==> src/rtl/aes_shift_rows_pipe.sv <==
// rtl/aes_shift_rows_pipe.sv - Elastic pipelined ShiftRows/InvShiftRows stage for NB = 4, 6 or 8 columns
module aes_shift_rows_pipe #(
    parameter int NB     = 4,
    parameter int STAGES = 1,
    parameter int TAG_W  = 4
) (
    input  logic              clk,
    input  logic              rst_n,
    input  logic              flush,
    input  logic              in_valid,
    output logic              in_ready,
    input  logic              in_inv,
    input  logic [TAG_W-1:0]  in_tag,
    input  logic [32*NB-1:0]  in_state,
    output logic              out_valid,
    input  logic              out_ready,
    output logic [32*NB-1:0]  out_state,
    output logic [TAG_W-1:0]  out_tag,
    output logic [2:0]        occupancy
);

    localparam int W = 32 * NB;

    if (NB != 4 && NB != 6 && NB != 8) begin : g_bad_nb
        $error("aes_shift_rows_pipe: NB must be 4, 6 or 8");
    end
    if (STAGES < 1 || STAGES > 4) begin : g_bad_stages
        $error("aes_shift_rows_pipe: STAGES must be 1..4");
    end

    logic [W-1:0] fwd_state;
    logic [W-1:0] inv_state;
    logic [W-1:0] perm_state;

    // Pure wiring: each output byte picks its source byte from the row offset table.
    for (genvar gc = 0; gc < NB; gc++) begin : g_col
        for (genvar gr = 0; gr < 4; gr++) begin : g_row
            localparam int OFF  = (gr == 0) ? 0 :
                                  (gr == 1) ? 1 :
                                  (gr == 2) ? ((NB == 8) ? 3 : 2) :
                                              ((NB == 8) ? 4 : 3);
            localparam int FSRC = (gc + OFF) % NB;
            localparam int ISRC = (gc - OFF + NB) % NB;
            assign fwd_state[8*(4*gc+gr) +: 8] = in_state[8*(4*FSRC+gr) +: 8];
            assign inv_state[8*(4*gc+gr) +: 8] = in_state[8*(4*ISRC+gr) +: 8];
        end
    end

    assign perm_state = in_inv ? inv_state : fwd_state;

    logic [STAGES-1:0] valid_q;
    logic [STAGES-1:0] valid_d;
    logic [STAGES-1:0] adv;
    logic [STAGES-1:0] load;
    logic [2:0]        occ_d;
    logic [W-1:0]      state_q [STAGES];
    logic [TAG_W-1:0]  tag_q   [STAGES];

    // A stage may move when out_ready is high or any later stage is empty;
    // written without a chain to keep the combinational graph flat.
    always_comb begin
        adv = '0;
        for (int i = 0; i < STAGES; i++) begin
            adv[i] = out_ready;
            for (int j = i + 1; j < STAGES; j++) begin
                adv[i] = adv[i] | !valid_q[j];
            end
        end
    end

    assign in_ready = !flush && (!valid_q[0] || adv[0]);

    always_comb begin
        valid_d = valid_q;
        load    = '0;
        if (!valid_q[0] || adv[0]) begin
            valid_d[0] = in_valid;
            load[0]    = in_valid;
        end
        for (int i = 1; i < STAGES; i++) begin
            if (!valid_q[i] || adv[i]) begin
                valid_d[i] = valid_q[i-1];
                load[i]    = valid_q[i-1];
            end
        end
        if (flush) begin
            valid_d = '0;
            load    = '0;
        end
    end

    always_comb begin
        occ_d = 3'd0;
        for (int i = 0; i < STAGES; i++) begin
            occ_d = occ_d + {2'b00, valid_d[i]};
        end
    end

    always_ff @(posedge clk or negedge rst_n) begin
        if (!rst_n) begin
            valid_q   <= '0;
            occupancy <= 3'd0;
        end else begin
            valid_q   <= valid_d;
            occupancy <= occ_d;
        end
    end

    always_ff @(posedge clk) begin
        if (load[0]) begin
            state_q[0] <= perm_state;
            tag_q[0]   <= in_tag;
        end
        for (int i = 1; i < STAGES; i++) begin
            if (load[i]) begin
                state_q[i] <= state_q[i-1];
                tag_q[i]   <= tag_q[i-1];
            end
        end
    end

    // Data registers are unreset, so the presented beat is masked while empty.
    assign out_valid = valid_q[STAGES-1];
    assign out_state = out_valid ? state_q[STAGES-1] : '0;
    assign out_tag   = out_valid ? tag_q[STAGES-1]   : '0;

endmodule

==> config.mk <==
export PLATFORM = sky130hd
export DESIGN_NAME = aes_shift_rows_pipe
export DESIGN_NICKNAME = d
export VERILOG_FILES = /design/src/rtl/aes_shift_rows_pipe.sv
export SDC_FILE = /design/constraint.sdc
export NUM_CORES = 1
export LEC_CHECK = 0
export ABC_AREA = 1
export BUFFER_PORTS_ARGS = -buffer_cell sky130_fd_sc_hd__buf_2
export CAP_MARGIN = 10
export CORE_UTILIZATION = 45
export DETAILED_ROUTE_END_ITERATION = 6
export GPL_TIMING_DRIVEN = 0
export PLACE_DENSITY = 0.84
export SLEW_MARGIN = 20
export SYNTH_ARGS = -nofsm -noshare
export SYNTH_HDL_FRONTEND = slang
export SYNTH_SLANG_ARGS = --single-unit
export TNS_END_PERCENT = 5
==> constraint.sdc <==
create_clock -name clk -period 8.2 [get_ports clk]
set_clock_uncertainty 0.05 [all_clocks]
set_input_delay 0.41 -clock clk [delete_from_list [all_inputs] [get_ports clk]]
set_output_delay 0.41 -clock clk [all_outputs]
set_load 0.03 [all_outputs]
==> flow_summary.ini <==
[finish]
drive_above_1_share = 0.377
nNetsFinal = 1066
final_cell_mix = buf_2, inv_1, nand2_1
final_cells = 1117
final_common_cell = buf_2
diodes = 0
syn_to_final_growth_pct = 37.3
fillers = 1080
final_cell_area_um2 = 8320
utilization = 0.631

[grt]
grt.overflow.total = 0
grt_usage = 0.224
antenna_found_initial = 2
grt_first_pass_wirelength_mm = 23.5
grt_pass1_vias = 4732
grt_max_degree = 30

[synthesis]
synthMuxAreaShare = 0
yosys_register_bits = 133
yosysWarnings = 0
synth_adder_area_share = 0
synthXorXnorAreaFrac = 0
synthCells = 631
synth-simple-area-share = 0.129
syn_area_um2 = 6060
synth_cell_types = 13
synth.avg_cell_area_um2 = 9.61
synth_top_family_by_area = buffers and inverters
synth-compound-area-share = 0.0528
ys_seq_area_frac = 0.658

[routing]
ant_nets = 0
vias_per_cell = 4.38
route.detailed.drc = 0
routed_wirelength_mm = 15.0
first_iter_violations = 378
vias = 4887
routedWlPerCell_um = 13.4
dr.pass1.iters = 6

[sta]
fin_crit_sh = 0.285
fmax_ghz = 0.428
finalSetupViolCount = 0
holdWs_ps = 120
timing.final.max_slew_violations = 0
worst_pin_slew_ps = 507
rsz0062_at_grt = no
fin_crit_ps = 2340
hold_violations = 0
slew_headroom = 0.661

[worst_setup_path]
required_ps = 8250
worstSetupPathType = reg -> reg
end_kind = register
crit_arrival_ps = 2390
start_kind = register
crit_fanout = 29

[cts]
numCtsBuffers = 17
cts_tree = yes
clock_latency_ps = 410
clockRootBuffer = clkbuf_16
cts.sinks = 133
cts_max_path_buffers = 2
cts_max_level = 4
clkTransAtPathRegs_ps = 60

[floorplanning]
die_y_um = 118
start_util = 0.459
io_pins = 275
die-width_um = 118
design.die.area_um2 = 13900
rows = 42
fp.coreArea_um2 = 13200

[power_and_ir_drop]
finalPower_mw = 1.75
power_density_nw_per_um2 = 210
cellLeakagePower_nw = 4.88
ir_drop_v = 0.000136

[status]
status = finished clean

[place]
io_buffers = 271
place_congestion = 0.781
placed_area_um2 = 7760
hpwl_mm = 11.1
dp.cells = 1084

[flow_run]
maxCapViolCount = 0

[worst_hold_path]
min_path_type = in -> reg
-- sequential cells by signal (all words and copies together) (netlist names) --
register	cells
occupancy	1
state_q	128
tag_q	4
-- path summary, 6_finish.rpt --
| check | from | to | slack, ps | cells past startpoint |
|---|---|---|---|---|
| hold / removal | in_state[65] | state_q[0][65] | 120 | 1 |
| setup / recovery | occupancy[0] | state_q[0][98] | 5860 | 8 |
| max in group asynchronous | rst_n | occupancy[0] | 7750 | 2 |
| min in group asynchronous | rst_n | occupancy[0] | 270 | 2 |
| hold reg to reg | occupancy[0] | occupancy[0] | 990 | 4 |
| setup reg to reg | occupancy[0] | state_q[0][98] | 5860 | 8 |
-- layer usage --
| metal | part of all wire | vias up | track usage |
|---|---|---|---|
| met2 | 0.52 | 214 | 0.394 |
| li1 | - | 2476 | - |
| met4 | 0.026 | 2 | 0.104 |
| met5 | 0.0012 | - | 0 |
| met3 | 0.061 | 34 | 0.0567 |
| met1 | 0.40 | 2161 | 0.254 |
-- area by class of cell --
class	count	area [µm²]	area share
sequential	133	3990	0.479
timing repair buffer	277	1480	0.178
multi-input combinational	268	1120	0.135
inverter	199	747	0.0898
clock buffer	19	433	0.0520
tap	176	220	0.0265
buffer	32	216	0.0260
clock inverter	13	115	0.0138
-- logic make-up (layout without fill, tap and decap cells) --
| group | Yosys count | after routing |
|---|---|---|
| AO/OA/AOI/OAI | 64 | 64 |
| buffers and inverters | 231 | 540 |
| flip-flops | 133 | 133 |
| other | 1 | 2 |
| AND/OR/NAND/NOR | 202 | 202 |
-- power by group --
part	total (mW)	leakage [nW]	internal (mW)	switching, mW
Sequential	0.797	1.25	0.788	0.00849
Combinational	0.253	3.37	0.0832	0.170
Clock	0.702	0.266	0.439	0.263
Total	1.75	4.88	1.31	0.441
-- worst max-delay path, stage by stage, from the launching register on --
cell and delay, ps:
dfrtp_1 400, buf_4 200, buf_6 180, inv_1 60, nor2_1 70, nor2_4 410, buf_16 230, buf_12 200
buf_12 210
-- per-stage QoR --
| stage | setup WS, ps | TNS, ps |
|---|---|---|
| finish | 5860 | 0 |
| detailed placement | 5840 | 0 |
| global route | 5720 | 0 |
| CTS | 5840 | 0 |
| global placement | -1100 | -144090 |
| floorplan | 1070 | 0 |
-- synthesized netlist by cell type --
cell type  count  area [µm²]
dfrtp_1        1        25.0
buf_6          7        78.8
o21ai_0       64         320
buf_4          5        37.5
nand2_1      188         706
buf_2         20         100
inv_1        189         709
nand2_2       10        62.6
edfxtp_1     132        3960
inv_2         10        37.5
nand3_1        1        5.00
nor2_1         3        11.3
conb_1         1        3.75
-- repair_timing --
item,CTS,global route
hold buffers,1,0
endpoints found under the hold margin,1,0
setup buffers,0,0
endpoints found under the setup margin,0,0
resized for setup,0,0
Note: power is estimated with default switching activity, not from simulation.
